==> src/rtl/motor_pkg.sv <==
// Shared state encodings and default parameters for the motor PWM driver.
package motor_pkg;

   typedef enum logic [1:0] {
      ST_OFF       = 2'b00,
      ST_RAMP_UP   = 2'b01,
      ST_ON        = 2'b10,
      ST_RAMP_DOWN = 2'b11
   } motor_state_t;

   localparam int DEF_PWM_BITS     = 8;
   localparam int DEF_PRESCALE     = 195;
   localparam int DEF_DUTY_MAX     = 255;
   localparam int DEF_RAMP_STEP    = 1;
   localparam int DEF_RAMP_PERIODS = 4;

endpackage

==> src/rtl/pwm_core.sv <==
// PWM timebase: prescaler, free-running period counter and registered duty comparator.
// period_end flags the last tick of each PWM period so duty updates land on cnt=0.
module pwm_core
   import motor_pkg::*;
#(
   parameter int PWM_BITS = DEF_PWM_BITS,
   parameter int PRESCALE = DEF_PRESCALE
) (
   input  logic                clk,
   input  logic                reset,
   input  logic [PWM_BITS-1:0] duty,
   output logic                pwm_out,
   output logic                period_end
);

   localparam int PS_W = (PRESCALE > 1) ? $clog2(PRESCALE) : 1;
   localparam logic [PS_W-1:0]     PS_LAST  = PS_W'(PRESCALE - 1);
   localparam logic [PS_W-1:0]     PS_ONE   = PS_W'(1'b1);
   localparam logic [PS_W-1:0]     PS_ZERO  = {PS_W{1'b0}};
   localparam logic [PWM_BITS-1:0] CNT_LAST = {PWM_BITS{1'b1}};
   localparam logic [PWM_BITS-1:0] CNT_ONE  = PWM_BITS'(1'b1);
   localparam logic [PWM_BITS-1:0] CNT_ZERO = {PWM_BITS{1'b0}};

   logic [PS_W-1:0]     presc_r;
   logic [PWM_BITS-1:0] cnt_r;
   logic                pwm_r;
   logic                pwm_tick_s;

   assign pwm_tick_s = (presc_r == PS_LAST);
   assign period_end = pwm_tick_s && (cnt_r == CNT_LAST);
   assign pwm_out    = pwm_r;

   // Prescaler, period counter and registered comparator (one clk lag from cnt).
   always_ff @(posedge clk) begin
      if (reset) begin
         presc_r <= PS_ZERO;
         cnt_r   <= CNT_ZERO;
         pwm_r   <= 1'b0;
      end else begin
         if (pwm_tick_s) begin
            presc_r <= PS_ZERO;
            cnt_r   <= cnt_r + CNT_ONE;
         end else begin
            presc_r <= presc_r + PS_ONE;
         end
         pwm_r <= (cnt_r < duty);
      end
   end

endmodule

==> src/rtl/motor_pwm_driver.sv <==
// Motor H-bridge driver: soft-start / soft-stop duty ramp FSM on top of pwm_core.
// Duty only moves on a ramp step, which always coincides with a PWM period boundary.
module motor_pwm_driver
   import motor_pkg::*;
#(
   parameter int PWM_BITS     = DEF_PWM_BITS,
   parameter int PRESCALE     = DEF_PRESCALE,
   parameter int DUTY_MAX     = DEF_DUTY_MAX,
   parameter int RAMP_STEP    = DEF_RAMP_STEP,
   parameter int RAMP_PERIODS = DEF_RAMP_PERIODS
) (
   input  logic                clk,
   input  logic                reset,
   input  logic                motor_on,
   output logic                pwm_out,
   output logic                bridge_en,
   output logic [PWM_BITS-1:0] duty,
   output logic                at_speed,
   output logic                stopped
);

   localparam int RC_W = (RAMP_PERIODS > 1) ? $clog2(RAMP_PERIODS) : 1;
   localparam logic [RC_W-1:0]     RC_LAST  = RC_W'(RAMP_PERIODS - 1);
   localparam logic [RC_W-1:0]     RC_ONE   = RC_W'(1'b1);
   localparam logic [RC_W-1:0]     RC_ZERO  = {RC_W{1'b0}};
   localparam logic [PWM_BITS:0]   STEP_W   = (PWM_BITS + 1)'(RAMP_STEP);
   localparam logic [PWM_BITS:0]   DMAX_W   = (PWM_BITS + 1)'(DUTY_MAX);
   localparam logic [PWM_BITS-1:0] DMAX_N   = PWM_BITS'(DUTY_MAX);
   localparam logic [PWM_BITS-1:0] DUTY_Z   = {PWM_BITS{1'b0}};

   motor_state_t        state_r, state_nx_s;
   logic [PWM_BITS-1:0] duty_r, duty_nx_s;
   logic [RC_W-1:0]     ramp_cnt_r, ramp_cnt_nx_s;
   logic                bridge_en_r, at_speed_r, stopped_r;
   logic                bridge_en_nx_s, at_speed_nx_s, stopped_nx_s;
   logic                period_end_s, ramping_s, ramp_step_s;
   logic [PWM_BITS:0]   sum_up_s, sum_dn_s;
   logic [PWM_BITS-1:0] duty_up_s, duty_dn_s;

   pwm_core #(
      .PWM_BITS (PWM_BITS),
      .PRESCALE (PRESCALE)
   ) u_pwm_core (
      .clk        (clk),
      .reset      (reset),
      .duty       (duty_r),
      .pwm_out    (pwm_out),
      .period_end (period_end_s)
   );

   assign duty      = duty_r;
   assign bridge_en = bridge_en_r;
   assign at_speed  = at_speed_r;
   assign stopped   = stopped_r;

   // State, duty, ramp counter and status flags register.
   always_ff @(posedge clk) begin
      if (reset) begin
         state_r     <= ST_OFF;
         duty_r      <= DUTY_Z;
         ramp_cnt_r  <= RC_ZERO;
         bridge_en_r <= 1'b0;
         at_speed_r  <= 1'b0;
         stopped_r   <= 1'b1;
      end else begin
         state_r     <= state_nx_s;
         duty_r      <= duty_nx_s;
         ramp_cnt_r  <= ramp_cnt_nx_s;
         bridge_en_r <= bridge_en_nx_s;
         at_speed_r  <= at_speed_nx_s;
         stopped_r   <= stopped_nx_s;
      end
   end

   // Ramp pacing and saturating duty arithmetic (borrow bit flags underflow).
   always_comb begin
      ramping_s   = (state_r == ST_RAMP_UP) || (state_r == ST_RAMP_DOWN);
      ramp_step_s = ramping_s && period_end_s && (ramp_cnt_r == RC_LAST);
      if (!ramping_s) begin
         ramp_cnt_nx_s = RC_ZERO;
      end else if (ramp_step_s) begin
         ramp_cnt_nx_s = RC_ZERO;
      end else if (period_end_s) begin
         ramp_cnt_nx_s = ramp_cnt_r + RC_ONE;
      end else begin
         ramp_cnt_nx_s = ramp_cnt_r;
      end
      sum_up_s = {1'b0, duty_r} + STEP_W;
      sum_dn_s = {1'b0, duty_r} - STEP_W;
      if (sum_up_s >= DMAX_W) begin
         duty_up_s = DMAX_N;
      end else begin
         duty_up_s = sum_up_s[PWM_BITS-1:0];
      end
      if (sum_dn_s[PWM_BITS]) begin
         duty_dn_s = DUTY_Z;
      end else begin
         duty_dn_s = sum_dn_s[PWM_BITS-1:0];
      end
   end

   // Next-state: a motor_on reversal takes priority over reaching the end value.
   always_comb begin
      state_nx_s = ST_OFF;
      case (state_r)
         ST_OFF: begin
            if (motor_on) state_nx_s = ST_RAMP_UP;
            else          state_nx_s = ST_OFF;
         end
         ST_RAMP_UP: begin
            if (!motor_on)                               state_nx_s = ST_RAMP_DOWN;
            else if (ramp_step_s && duty_up_s == DMAX_N) state_nx_s = ST_ON;
            else                                         state_nx_s = ST_RAMP_UP;
         end
         ST_ON: begin
            if (!motor_on) state_nx_s = ST_RAMP_DOWN;
            else           state_nx_s = ST_ON;
         end
         ST_RAMP_DOWN: begin
            if (motor_on)                                state_nx_s = ST_RAMP_UP;
            else if (ramp_step_s && duty_dn_s == DUTY_Z) state_nx_s = ST_OFF;
            else                                         state_nx_s = ST_RAMP_DOWN;
         end
         default: state_nx_s = ST_OFF;
      endcase
   end

   // Outputs: a step always follows the current state's direction.
   always_comb begin
      duty_nx_s = DUTY_Z;
      case (state_r)
         ST_OFF:       duty_nx_s = DUTY_Z;
         ST_RAMP_UP: begin
            if (ramp_step_s) duty_nx_s = duty_up_s;
            else             duty_nx_s = duty_r;
         end
         ST_ON:        duty_nx_s = DMAX_N;
         ST_RAMP_DOWN: begin
            if (ramp_step_s) duty_nx_s = duty_dn_s;
            else             duty_nx_s = duty_r;
         end
         default:      duty_nx_s = DUTY_Z;
      endcase
      bridge_en_nx_s = (state_nx_s != ST_OFF);
      at_speed_nx_s  = (state_nx_s == ST_ON);
      stopped_nx_s   = (state_nx_s == ST_OFF);
   end

endmodule
==> config.mk <==
export PLATFORM = sky130hd
export DESIGN_NAME = motor_pwm_driver
export DESIGN_NICKNAME = d
export VERILOG_FILES = /design/src/rtl/motor_pkg.sv /design/src/rtl/pwm_core.sv /design/src/rtl/motor_pwm_driver.sv
export SDC_FILE = /design/constraint.sdc
export NUM_CORES = 1
export LEC_CHECK = 0
export CAP_MARGIN = 20
export CORE_UTILIZATION = 35
export CTS_CLUSTER_SIZE = 16
export DETAILED_ROUTE_END_ITERATION = 8
export PLACE_DENSITY_LB_ADDON = 0.2
export SYNTH_ARGS = -nofsm -noshare
export SYNTH_HDL_FRONTEND = slang
export SYNTH_HIERARCHICAL = 1
export SYNTH_SLANG_ARGS = --single-unit
==> constraint.sdc <==
create_clock -name clk -period 4.5 [get_ports clk]
set_input_delay 0.45 -clock clk [delete_from_list [all_inputs] [get_ports clk]]
set_output_delay 0.45 -clock clk [all_outputs]
set_load 0.005 [all_outputs]
======== Word level (Yosys, flattened, before mapping) ========
Cells that the tools add are included.
word-level totals
  memories kept ........................... 0
  register bits after elaboration ......... 32
  RAM bits ................................ 0
  memory bits (read-only) ................. 0
  output and inout port bits .............. 12
  bits in latches ......................... 0
  input port bits ......................... 3
  word-level logic and storage cells ...... 52
cells by class
  $add $sub $neg .......................... 5
  divide/modulo/power cells ............... 0
  equality and inequality tests ........... 10
  mux-type cells .......................... 12
  reduce and logical (&&, ||, !) cells .... 13
  multiply operators ...................... 0
  magnitude comparators ................... 2
  bitwise gates (word level) .............. 1
  shift operators ......................... 0
operator list
  cell                 number
  $mux 8               4
  $pmux 8 s4           1
  $eq 8x8->1 const B   3
  $add 8x1->8 const B  2
  $add 8x1->9 const B  1
  $ge 9x8->1 const B   1
  $sub 8x1->9 const B  1
  $eq 2x2->1 const B   4
  $logic_not 8->1      1
  $lt 8x8->1           1
  $mux 2               4
  $pmux 2 s4           1
  $logic_and 1x1->1    5
  $logic_not 2->1      2
  $ne 2x2->1 const B   2
  $reduce_or 3->1      1
  $add 2x1->2 const B  1
  $eq 2x1->1 const B   1
  $mux 1               2
  $reduce_and 2->1     1
  $reduce_bool 2->1    1
  $reduce_or 2->1      1
  $logic_or 1x1->1     1
  $not 1->1            1

======== Longest topological paths before layout ========
  depth in word-level cells ............... 9
  depth in mapped cells ................... 11
  depth with buffers taken out ............ 10

======== Modules after synthesis ========
Netlist, hierarchy kept.
modules (own cells, without submodules)
  module            cells each  area an instance (um2)  times used  seq. area each (um2)
  motor_pwm_driver  163         1216.2                  1           300.3
  pwm_core          113         962.2                   1           340.3

======== Worst setup path after synthesis ========
OpenSTA, ideal clock, no wires.
  kind .................................... flip-flop to flip-flop
  from .................................... register u_pwm_core.presc_r[0]
  to ...................................... register duty_r[6] (netlist: duty[6])
  slack ................................... 2.314 ns
  data required time ...................... 4.372 ns
  stages on the path, launching flop included .. 12
  data arrival time ....................... 2.057 ns
  setup time .............................. 0.128 ns
  cell sequence ........................... dfxtp_1 > inv_1 > ha_1 > and4b_1 > nand3_1 > nor4_1 > clkbuf_1 > nand2_1 > and2_1 > o31a_1 > o21ai_0 > a31oi_1
on the way
  word-level cells in the longest chain between the ends .. 6
ends and longest elaborated chain
  element                              RTL line                RTL
  from (decl)                          pwm_core.sv:24          logic [PS_W-1:0] presc_r;
  from (signal assigned)               pwm_core.sv:44          presc_r <= presc_r + PS_ONE;
  $eq 8x8->1 *                         pwm_core.sv:29          assign pwm_tick_s = (presc_r == PS_LAST);
  $logic_and 1x1->1 *                  pwm_core.sv:30          assign period_end = pwm_tick_s && (cnt_r == CNT_LAST);
  named net period_end_s               motor_pwm_driver.sv:36  logic period_end_s, ramping_s, ramp_step_s;
  $logic_and 1x1->1 * (2 in series)    motor_pwm_driver.sv:78  ramp_step_s = ramping_s && period_end_s && (ramp_cnt_r == RC_LAST);
  $ne 2x2->1 (no source line)          n/a
  $reduce_and 2->1 (no source line) *  n/a
  to (signal assigned)                 motor_pwm_driver.sv:67  duty_r <= duty_nx_s;
  to (decl)                            motor_pwm_driver.sv:32  logic [PWM_BITS-1:0] duty_r, duty_nx_s;
Mark *: on every way through the listed nets, which the timed path passes. The rest lies on a longest branch.
A chain may end at the register's enable or synchronous reset.

======== Worst setup path in the final report ========
  from .................................... register u_pwm_core.presc_r[1]
  to ...................................... register duty_r[2] (netlist: duty[2])
The elaborated chain is that of the path after synthesis.

==> metrics.txt <==
Max Root-Sink Buffers 2; Async SR Flop Fraction 0%; antenna cells 0; Routed WL 5350 µm; gpl congestion 0.835; All-Layer GR Usage 17.6%; Mapped Nets 293; hpwl dp 3640 µm; max-cap violations 0; cts bufs inserted 5; placed inst area 2360 µm²; DIE AREA 6540 µm²; share of post-route cells with drive strength above 1 8.07%; largest net degree at the start of global routing 31; Starting Density 36.6%; Clock H-tree levels 2; Crit Path Category flop to flop; nets@finish 301; Worst Tran Pin Value 1.01 ns; required time of the worst setup path 4.67 ns; Root Buffer clkbuf_8; RSZ-0062 raised after global routing no; I/O Pins 15; top cells by area, synth dfxtp_1 (29%), ha_1 (8.0%), nor2_1 (4.7%); number of global-route vias before repair 1895; Crit path depth 9; final slew viol count 0; yosys synthesis warning count 6; design area 2450 µm²; Overflow after GRT 0; Remaining DRCs 0; Synth-to-Final Area Change 12.5%; post-cts sizing count 0; Die W 80.9 µm; Pre-Repair DR Iteration Count 4; CTS clk-pin slew, worst paths 0.08 ns; share of the synthesized area in the top cell type 29.4%; Tmin final 3.07 ns; status completed; Worst path max stage delay 0.77 ns; most numerous cell on the critical path nand2_1; Top delay family on crit path simple AND/OR/NAND/NOR gates; most frequent cell after synthesis dfxtp_1; CTS tree built; Seq/Total Area, Yosys 29.4%; Final Hold Viols 0; period utilisation layout 68.2%; sinks on the clock net 32; synthesized instance count 276; Crit. End Element flop; reg2reg start u_pwm_core/presc_r[1]; Post-synth top flop dfxtp_1; Syn Area/Cell 7.89 µm²; R2R setup slack 1.43 ns; CP Launch Point u_pwm_core/presc_r[1]; Critical Path Start Type flop; initial antenna violation count 0; FF-to-FF path depth 9; Critical R2R Capture duty[2]; count of buffers from port buffering 14; peak supply drop 0.151 mV; Post-synth EDFFs 0; Clock Skews 0.00866 ns; post-synth cell types 54; Hold Path Class flop to flop; #FFs+latches synth 32; Post-synth top cells dfxtp_1 (32), nor2_1 (27), nand2_1 (18), a21oi_1 (17), inv_1 (17); synthesized cell area 2180 µm²; antenna violation net count after detailed routing 0; CP max stage cell nor4_1; Setup Buffers After CTS 0; row count 28; vias per cell 5.68; LEAKAGE 0.853 nW; global-route wire length before repair 8830 µm; top cell type by total area after synthesis dfxtp_1; critical path endpoint duty[2]; critical path peak fanout 8; clk_lat worst skew 0.29 ns; via count 2046; Die H 80.9 µm; crit path buf inv count 0; slew margin rel. 32.2%; Max Freq 326 MHz; Iter 0 DRT Violations 146; wire length per cell 14.9 µm; Setup TNS Final 0 ns; critical-path cell list ha_1, and4b_1, nand3_1, nor4_1, nand2_1, nand2_1, nor3_1, a2111oi_2, a21oi_1; Core Box Area 5960 µm²; WP data arrival 3.25 ns; Power Total 682 µW; Final setup viols 0; pwr/cell area 278 nW/µm²; # hold bufs at CTS 0
[per-stage QoR]
| step | hold WS, ns | util (%) | std cells | setup slack (ns) |
|---|---|---|---|---|
| after global placement | 0.475 | 39.6 | 352 | 1.56 |
| after global routing | 0.526 | 41.2 | 360 | 1.14 |
| after CTS | 0.501 | 41.2 | 360 | 1.45 |
| final | 0.494 | 41.2 | 360 | 1.43 |
| after floorplan | 0.453 | - | 276 | 2.31 |
| after detailed placement | 0.488 | 39.6 | 352 | 1.48 |
[worst min path at each step]
stage                            end  slack [ns]             startpoint  cells after the start
5_1_grt        u_pwm_core/presc_r[0]        0.53  u_pwm_core/presc_r[0]                      1
6_report       u_pwm_core/presc_r[0]        0.49  u_pwm_core/presc_r[0]                      1
3_3_place_gp   u_pwm_core/presc_r[0]        0.47  u_pwm_core/presc_r[0]                      1
4_1_cts        u_pwm_core/presc_r[7]        0.50  u_pwm_core/presc_r[7]                      2
2_1_floorplan  u_pwm_core/presc_r[0]        0.45  u_pwm_core/presc_r[0]                      1
3_5_place_dp   u_pwm_core/presc_r[0]        0.49  u_pwm_core/presc_r[0]                      1
[layer usage]
metal / up-vias / part of all wire, % / global-route usage [%]
met3: 2 / 5.7 / 4.16
met2: 59 / 44 / 26.4
met5: - / 0 / 0
met4: 0 / 0.62 / 6.25
met1: 955 / 49 / 24.4
li1: 1030 / - / -
[area by class of cell]
type | count | area [µm²]
clock buffer | 6 | 82.6
fill | 639 | 3500
multi-input combinational | 213 | 1410
sequential | 32 | 641
timing repair buffer | 15 | 148
clock inverter | 2 | 10.0
inverter | 17 | 63.8
tap | 75 | 93.8
[flip-flops by register name (all words and copies together) (netlist names)]
register and flops:
stopped 1, duty 8, u_pwm_core/presc_r 8, state_r 2
u_pwm_core/pwm_out 1, u_pwm_core/cnt_r 8, bridge_en 1, ramp_cnt_r 2
at_speed 1
[where the power goes]
group / switching, mW / internal [mW] / total (mW)
Combinational: 0.0626 / 0.0601 / 0.123
Clock: 0.113 / 0.122 / 0.235
Sequential: 0.0292 / 0.295 / 0.324
Total: 0.205 / 0.477 / 0.682
[cells by family (layout without fill, tap and decap cells)]
| family | count (synthesis) | after routing | share of synthesized area [%] |
|---|---|---|---|
| AO/OA/AOI/OAI | 65 | 65 | 20.5 |
| XOR/XNOR | 10 | 10 | 4.02 |
| adder cells (fa/ha/maj) | 14 | 14 | 8.04 |
| buffers and inverters | 31 | 40 | 5.74 |
| flip-flops | 32 | 32 | 29.4 |
| multiplexers | 8 | 8 | 4.02 |
| AND/OR/NAND/NOR | 116 | 116 | 28.3 |
[cell usage in the layout, fill, tap and decap left out, types with 2 or more instances in the layout]
cell and n:
clkinv_2 2, or4_1 2, or3_1 6, a21oi_1 17, nor2_1 27, o221ai_1 2
ha_1 14, nor4_1 4, clkdlybuf4s50_1 14, mux2i_1 2, and3_1 3, dfxtp_1 32
a2111oi_2 2, a21o_1 2, xor2_1 4, o211ai_1 4, and4_1 2, nor3_1 15
xnor2_1 6, nand4_1 4, nand2b_1 3, a211oi_1 4, a31oi_1 6, or4b_4 2
nand2_1 18, mux2_2 6, o21ai_0 11, clkbuf_8 6, nand3_1 15, o311ai_0 3
nor2b_1 8, inv_1 17
Note: power is estimated with default switching activity, not from simulation.
